===== src/rtl/snake_head_pkg.sv =====
// Shared definitions for the snake head controller and its neighbours.
// Holds the direction encoding, the controller state encoding, the 40-bit
// head-box packing used on the snakehead bus (also consumed by food) and
// the default screen bounds.
package snake_head_pkg;

  typedef enum logic [1:0] {
    DIR_UP    = 2'd0,
    DIR_DOWN  = 2'd1,
    DIR_LEFT  = 2'd2,
    DIR_RIGHT = 2'd3
  } dir_t;

  typedef enum logic [1:0] {
    ST_IDLE,
    ST_RUN,
    ST_DEAD
  } state_t;

  // Field positions of the packed head box.
  localparam int unsigned COORD_W   = 10;
  localparam int unsigned LEFT_MSB  = 39;
  localparam int unsigned LEFT_LSB  = 30;
  localparam int unsigned TOP_MSB   = 29;
  localparam int unsigned TOP_LSB   = 20;
  localparam int unsigned RIGHT_MSB = 19;
  localparam int unsigned RIGHT_LSB = 10;
  localparam int unsigned BOT_MSB   = 9;
  localparam int unsigned BOT_LSB   = 0;

  // Member order matches the field positions above.
  typedef struct packed {
    logic [COORD_W-1:0] left;
    logic [COORD_W-1:0] top;
    logic [COORD_W-1:0] right;
    logic [COORD_W-1:0] bottom;
  } head_t;

  // Default screen bounds (640x480).
  localparam int SCREEN_X_LO = 0;
  localparam int SCREEN_X_HI = 639;
  localparam int SCREEN_Y_LO = 0;
  localparam int SCREEN_Y_HI = 479;

  // Opposite directions differ only in bit 0 (UP/DOWN, LEFT/RIGHT).
  function automatic dir_t reverse_of(input dir_t d);
    return dir_t'(d ^ 2'b01);
  endfunction

endpackage


===== src/rtl/snake_head_tick_divider.sv =====
// Move-rate divider for the snake head.
// Counts 0..TICK_DIV-1 while en is high and pulses tick in the cycle the
// count sits at TICK_DIV-1; clr holds the count at zero.
//   clk     : system clock, rising edge
//   start_n : asynchronous active-low reset
//   en      : count enable
//   clr     : synchronous clear (wins over en)
//   tick    : one-cycle pulse once every TICK_DIV enabled cycles
module tick_divider #(
  parameter int unsigned TICK_DIV = 5000000
) (
  input  logic clk,
  input  logic start_n,
  input  logic en,
  input  logic clr,
  output logic tick
);

  localparam int unsigned CW = (TICK_DIV > 1) ? $clog2(TICK_DIV) : 1;
  localparam logic [CW-1:0] LAST = CW'(TICK_DIV - 1);

  logic [CW-1:0] cnt;

  always_ff @(posedge clk or negedge start_n) begin
    if (!start_n) begin
      cnt <= '0;
    end else if (clr) begin
      cnt <= '0;
    end else if (en) begin
      cnt <= (cnt == LAST) ? '0 : cnt + CW'(1);
    end
  end

  assign tick = en && (cnt == LAST);

endmodule


===== src/rtl/snake_head.sv =====
// Snake head movement controller.
// Turns debounced direction buttons into STEP-pixel moves at the divided
// tick rate, publishes the head box on snakehead with a one-cycle update
// pulse, scores food from the overlap flag returned by food, and stops in
// DEAD when a move would leave the screen.
//   clk                          : system clock, rising edge
//   start_n                      : asynchronous active-low reset
//   btn_up/down/left/right       : debounced level buttons
//   overlap                      : head covers food (from food)
//   snakehead[39:0]              : {left x, top y, right x, bottom y}
//   update                       : one-cycle pulse, new snakehead valid
//   score[7:0]                   : food eaten, saturating at 255
//   dead                         : high while in DEAD
module snake_head
  import snake_head_pkg::*;
#(
  parameter int          STEP     = 16,
  parameter int          X_LO     = SCREEN_X_LO,
  parameter int          X_HI     = SCREEN_X_HI,
  parameter int          Y_LO     = SCREEN_Y_LO,
  parameter int          Y_HI     = SCREEN_Y_HI,
  parameter int          START_X  = 320,
  parameter int          START_Y  = 240,
  parameter int unsigned TICK_DIV = 5000000
) (
  input  logic        clk,
  input  logic        start_n,
  input  logic        btn_up,
  input  logic        btn_down,
  input  logic        btn_left,
  input  logic        btn_right,
  input  logic        overlap,
  output logic [39:0] snakehead,
  output logic        update,
  output logic [7:0]  score,
  output logic        dead
);

  localparam head_t HEAD_RST = '{
    left:   COORD_W'(START_X),
    top:    COORD_W'(START_Y),
    right:  COORD_W'(START_X + STEP - 1),
    bottom: COORD_W'(START_Y + STEP - 1)
  };

  localparam logic signed [10:0] STEP_S = 11'(STEP);
  localparam logic signed [10:0] XLO_S  = 11'(X_LO);
  localparam logic signed [10:0] XHI_S  = 11'(X_HI);
  localparam logic signed [10:0] YLO_S  = 11'(Y_LO);
  localparam logic signed [10:0] YHI_S  = 11'(Y_HI);

  state_t      state_q, state_d;
  dir_t        dir_q, dir_d;
  head_t       head_q, head_d;
  logic        update_q, update_d;
  logic        update_dly_q;
  logic [7:0]  score_q;
  logic        tick;

  dir_t        req;
  logic        any_btn;

  logic signed [10:0] cur_l, cur_t;
  logic signed [10:0] nxt_l, nxt_t, nxt_r, nxt_b;
  logic               hit_wall;

  // Counter is held clear outside RUN, so it starts at zero on RUN entry.
  tick_divider #(
    .TICK_DIV (TICK_DIV)
  ) u_tick (
    .clk     (clk),
    .start_n (start_n),
    .en      (state_q == ST_RUN),
    .clr     (state_q != ST_RUN),
    .tick    (tick)
  );

  // Button request, priority up > down > left > right.
  always_comb begin
    req     = dir_q;
    any_btn = 1'b1;
    if (btn_up)         req = DIR_UP;
    else if (btn_down)  req = DIR_DOWN;
    else if (btn_left)  req = DIR_LEFT;
    else if (btn_right) req = DIR_RIGHT;
    else                any_btn = 1'b0;
  end

  // Candidate move from the registered direction; 11-bit signed so a step
  // past column/row 0 shows up as a negative value.
  always_comb begin
    cur_l = $signed({1'b0, head_q.left});
    cur_t = $signed({1'b0, head_q.top});
    nxt_l = cur_l;
    nxt_t = cur_t;
    case (dir_q)
      DIR_UP:    nxt_t = cur_t - STEP_S;
      DIR_DOWN:  nxt_t = cur_t + STEP_S;
      DIR_LEFT:  nxt_l = cur_l - STEP_S;
      default:   nxt_l = cur_l + STEP_S;
    endcase
    nxt_r    = nxt_l + STEP_S - 11'sd1;
    nxt_b    = nxt_t + STEP_S - 11'sd1;
    hit_wall = (nxt_l < XLO_S) || (nxt_r > XHI_S) ||
               (nxt_t < YLO_S) || (nxt_b > YHI_S);
  end

  always_comb begin
    state_d  = state_q;
    dir_d    = dir_q;
    head_d   = head_q;
    update_d = 1'b0;
    case (state_q)
      ST_IDLE: begin
        if (any_btn) begin
          state_d = ST_RUN;
          dir_d   = req;
        end
      end
      ST_RUN: begin
        if (any_btn && (req != reverse_of(dir_q))) dir_d = req;
        if (tick) begin
          if (hit_wall) begin
            state_d = ST_DEAD;
          end else begin
            head_d = '{
              left:   nxt_l[9:0],
              top:    nxt_t[9:0],
              right:  nxt_r[9:0],
              bottom: nxt_b[9:0]
            };
            update_d = 1'b1;
          end
        end
      end
      default: ;
    endcase
  end

  always_ff @(posedge clk or negedge start_n) begin
    if (!start_n) begin
      state_q  <= ST_IDLE;
      dir_q    <= DIR_RIGHT;
      head_q   <= HEAD_RST;
      update_q <= 1'b0;
    end else begin
      state_q  <= state_d;
      dir_q    <= dir_d;
      head_q   <= head_d;
      update_q <= update_d;
    end
  end

  // overlap only counts in the cycle following an update pulse.
  always_ff @(posedge clk or negedge start_n) begin
    if (!start_n) begin
      update_dly_q <= 1'b0;
      score_q      <= '0;
    end else begin
      update_dly_q <= update_q;
      if (update_dly_q && overlap && (score_q != '1)) score_q <= score_q + 8'd1;
    end
  end

  assign snakehead = head_q;
  assign update    = update_q;
  assign score     = score_q;
  assign dead      = (state_q == ST_DEAD);

endmodule


===== config.mk =====
export PLATFORM = sky130hd
export DESIGN_NAME = snake_head
export DESIGN_NICKNAME = d
export VERILOG_FILES = /design/src/rtl/snake_head_pkg.sv /design/src/rtl/snake_head_tick_divider.sv /design/src/rtl/snake_head.sv
export SDC_FILE = /design/constraint.sdc
export NUM_CORES = 1
export LEC_CHECK = 0
export BUFFER_PORTS_ARGS = -buffer_cell sky130_fd_sc_hd__buf_2
export CAP_MARGIN = 0
export CORE_UTILIZATION = 55
export CTS_CLUSTER_DIAMETER = 30
export DETAILED_ROUTE_END_ITERATION = 10
export GPL_TIMING_DRIVEN = 0
export PLACE_DENSITY_LB_ADDON = 0.1
export SETUP_SLACK_MARGIN = 0.1
export SYNTH_ARGS = -nofsm -noshare
export SYNTH_HDL_FRONTEND = slang
export SYNTH_SLANG_ARGS = --single-unit

===== constraint.sdc =====
create_clock -name clk -period 3.6 [get_ports clk]
set_input_delay 1.08 -clock clk [delete_from_list [all_inputs] [get_ports clk]]
set_output_delay 1.08 -clock clk [all_outputs]
set_load 0.01 [all_outputs]

==> summary.md <==
| Metric | Value |
|---|---|
| Status | `complete, no violations` |
| VDD IR max | `~0.18 mV` |
| CTS tree | `done` |
| Hold_buf cts | `0` |
| GR Overflow Total | `0` |
| Top Ports | `57` |
| Yosys reg bits | `between 40 and 50` |
| Min-delay src | `update` |
| Layout Cells excl Fill | `between 400 and 500` |
| Final nets | `between 300 and 400` |
| Core area | `5140 sq um` |
| Async SR Flop Fraction | `100.0%` |
| RR Startpoint | `dir_q[1]` |
| Hold Path Depth | `0` |
| Leakage | `1.693 nW` |
| Largest net degree at the start of global routing | `50` |
| Setup Buffers After CTS | `0` |
| Critical Path End Type | `flop` |
| Reg2Reg Setup Slack | `~0.35 ns` |
| Seq pwr share | `~55%` |
| Distinct cells, synth | `52` |
| Overall Global Routing Usage | `slightly above 20%` |
| WHS Endpoint | `update_dly_q` |
| Chip Width | `between 70 and 80 um` |
| Slew @ Worst Pin | `around 1.1 ns` |
| Hold WC Path Type | `flop to flop` |
| Fmax | `0.3081 GHz` |
| Iteration-0 DRC Markers | `134` |
| Worst reg2reg endpoint | `snakehead[8]` |
| Clock Latency Late Sink | `just over 0.3 ns` |
| Net load switching power | `~0.00036 W` |
| Hold_ws | `between 0.4 and 0.5 ns` |
| Pint | `~0.00082 W` |
| Post-route ant nets | `0` |
| Critical Path Fanout Max | `8` |
| Clock slew at reported path FFs | `0.10 ns` |
| Post-synth top area share | `approximately a third` |
| Final Max Slew Viols | `0` |
| Wire per inst | `between 10 and 15 um` |
| Layout cell share with drive strength beyond 1 | `between 20% and 30%` |
| Initial antenna violation count | `0` |
| Drt drc | `0` |
| Final setup fails | `0` |
| Area growth syn-to-layout | `14.72%` |
| Placed Instances | `430` |
| Slew HR | `28.29%` |
| Pwr Density | `roughly 350 nW/um^2` |
| Die Ht | `75.13 um` |
| First-pass GRT wire length | `about 8.8 mm` |
| Root Driver | `clkbuf_8` |
| HPWL Detailed | `3.834 mm` |
| Tcrit/Tclk final | `90.15%` |
| Routability Congestion | `0.8257` |
| Ant. Diodes | `0` |
| Detail-routed via count per cell | `between 5 and 6` |
| PortBufs | `40` |
| Unrepaired setup endpoints after global routing | `false` |
| Sequential fraction of the synthesis area | `42.02%` |
| EDFF count, synth | `0` |
| Critical Path RT | `between 3 and 4 ns` |
| Dominant synthesized flop cell | `dfrtp_1` |
| Synthesized area per cell | `slightly below 10 sq um` |
| Synth area leaders | `dfrtp_1 35%, buf_4 7.1%, dfstp_2 7.1%` |
| Post-Syn Area | `between 2000 and 3000 sq um` |
| Final hold vios | `0` |
| Clock Sinks | `around 50` |
| Startpoint types | `flop` |
| WS Path Type | `flop to flop` |
| H-tree depth | `2` |
| Reg2Reg Depth | `12` |
| Drt pass-1 iters | `5` |
| Max Clock Skew | `0.01076 ns` |
| Largest area contributor in the synthesized netlist | `dfrtp_1` |
| Comb power frac | `~17%` |
| Initial Util | `57.23%` |
| Synth warn | `0` |
| Final setup TNS | `0 ns` |
| Sw Ratio | `slightly above 30%` |
| Routed wire length | `5.254 mm` |
| Num CTS Buffers | `5` |
| Clock share of power | `28.6%` |
| Die area | `around 5600 sq um` |
| Max-capacitance violation count | `0` |
| Total number of vias | `roughly 2300` |
| Design Area, Final | `3374 sq um` |
| Post-Syn Instances | `306` |
| Number of global-route vias before repair | `1954` |
| Worst Path Arrival | `between 3 and 4 ns` |
| Site Rows | `26` |
| Placed cell area | `about 3300 sq um` |
| Clk buf depth | `2` |
| Minimum clock period | `~3.2 ns` |
[power groups by stage]
stage / clock, W / sequential (W) / combinational (W)
final: 0.000337 / 0.000646 / 0.000195
after global routing: 0.000372 / 0.000654 / 0.000228
after CTS: 0.000349 / 0.000645 / 0.000195
after detailed placement: 0 / 0.000648 / 0.000202
after global placement: 0 / 0.000647 / 0.000197
after floorplan: 0 / 0.000638 / 0.000161
[registers in the layout, summed over array words and instances (netlist names)]
signal	cells
dir_q	2
score	8
state_q	2
u_tick.cnt	23
update	1
snakehead	12
update_dly_q	1
[metrics by stage]
step	utilization [%]	total power, W	worst slack [ns]
floorplan	-	0.0007991	0.4948
global placement	63.85	0.0008446	0.1620
detailed placement	63.85	0.0008506	0.1728
CTS	65.60	0.001189	0.2751
global route	65.65	0.001254	0.1863
finish	65.65	0.001178	0.3547
[how the worst max path moves through the flow]
stage | endpoint | cells after the start | start
floorplan | snakehead[8] | 10 | dir_q[0]
global placement | snakehead[8] | 11 | dir_q[0]
finish | snakehead[8] | 12 | dir_q[1]
CTS | snakehead[8] | 12 | dir_q[1]
detailed placement | snakehead[8] | 11 | dir_q[0]
global route | snakehead[8] | 12 | dir_q[1]
[final cells by class]
type,instances,area (sq um)
fillers,461,1765
multi-input cells,230,1494
flip-flops and latches,49,1236
plain buffers,33,236.5
repair buffers,40,200.2
well taps,70,87.58
clock buffers,5,68.82
inverters,7,26.28
clock inverters,3,25.02
[per-layer routing]
layer  global-route usage, %  up-vias  wire length (um)
met5                       0        -                 0
met4                   6.379        0                48
met3                   4.418        5               211
met2                   31.33       54              2380
met1                   28.88     1060              2613
li1                        -     1144                 -
[cell usage in the layout, fill, tap and decap left out, types with 3 or more instances in the layout]
master,synthesis,final
o21ai_0,7,7
o21a_1,4,4
buf_4,28,28
or3_1,6,6
nand2_1,12,11
clkbuf_8,0,5
dfstp_2,8,8
clkbuf_1,5,4
a21oi_1,8,8
conb_1,2,16
and3_1,5,5
xor2_1,21,21
and4_1,3,3
nand4_1,13,13
nor3_1,10,10
inv_1,7,7
buf_2,0,40
nand3_1,16,16
dfrtp_1,41,41
nor2_1,35,35
ha_1,8,8
nor2b_1,6,6
xnor2_1,17,17
nand2b_1,4,4
o21ai_1,3,3
nor4_1,3,3
[cells by family after synthesis]
group | Yosys count | share of synthesized area [%]
DFF | 49 | 42.02
xor gates and xnor gates | 38 | 11.31
buffers and inverters | 41 | 9.060
muxes | 6 | 2.467
adders and majority gates | 9 | 4.084
AOI/OAI and AO/OA | 38 | 8.508
and+or+nand+nor | 123 | 22.29
other | 2 | 0.2553
[critical path, stage by stage, from the launching register on]
cell and delay, ns:
dfstp_2 0.57, inv_1 0.12, nand2_2 0.17, inv_1 0.10
fa_1 0.41, nor2b_1 0.17, o31a_1 0.18, a21oi_1 0.09
a311oi_2 0.31, o21ai_2 0.16, or3b_1 0.41, buf_6 0.15
mux2_4 0.29
[Yosys cell counts (6+ instances only)]
cell type / n
dfrtp_1: 41
nor2_1: 35
buf_4: 28
xor2_1: 21
xnor2_1: 17
nand3_1: 16
nand4_1: 13
nand2_1: 12
nor3_1: 10
a21oi_1: 8
dfstp_2: 8
ha_1: 8
inv_1: 7
o21ai_0: 7
nor2b_1: 6
or3_1: 6
[repair_timing]
item                                   4_1_cts  5_1_grt
gates resized for setup                      0        1
setup endpoints to repair                    1        1
endpoints found under the hold margin        0        0
No activity file was read; power rests on OpenSTA's default activity.
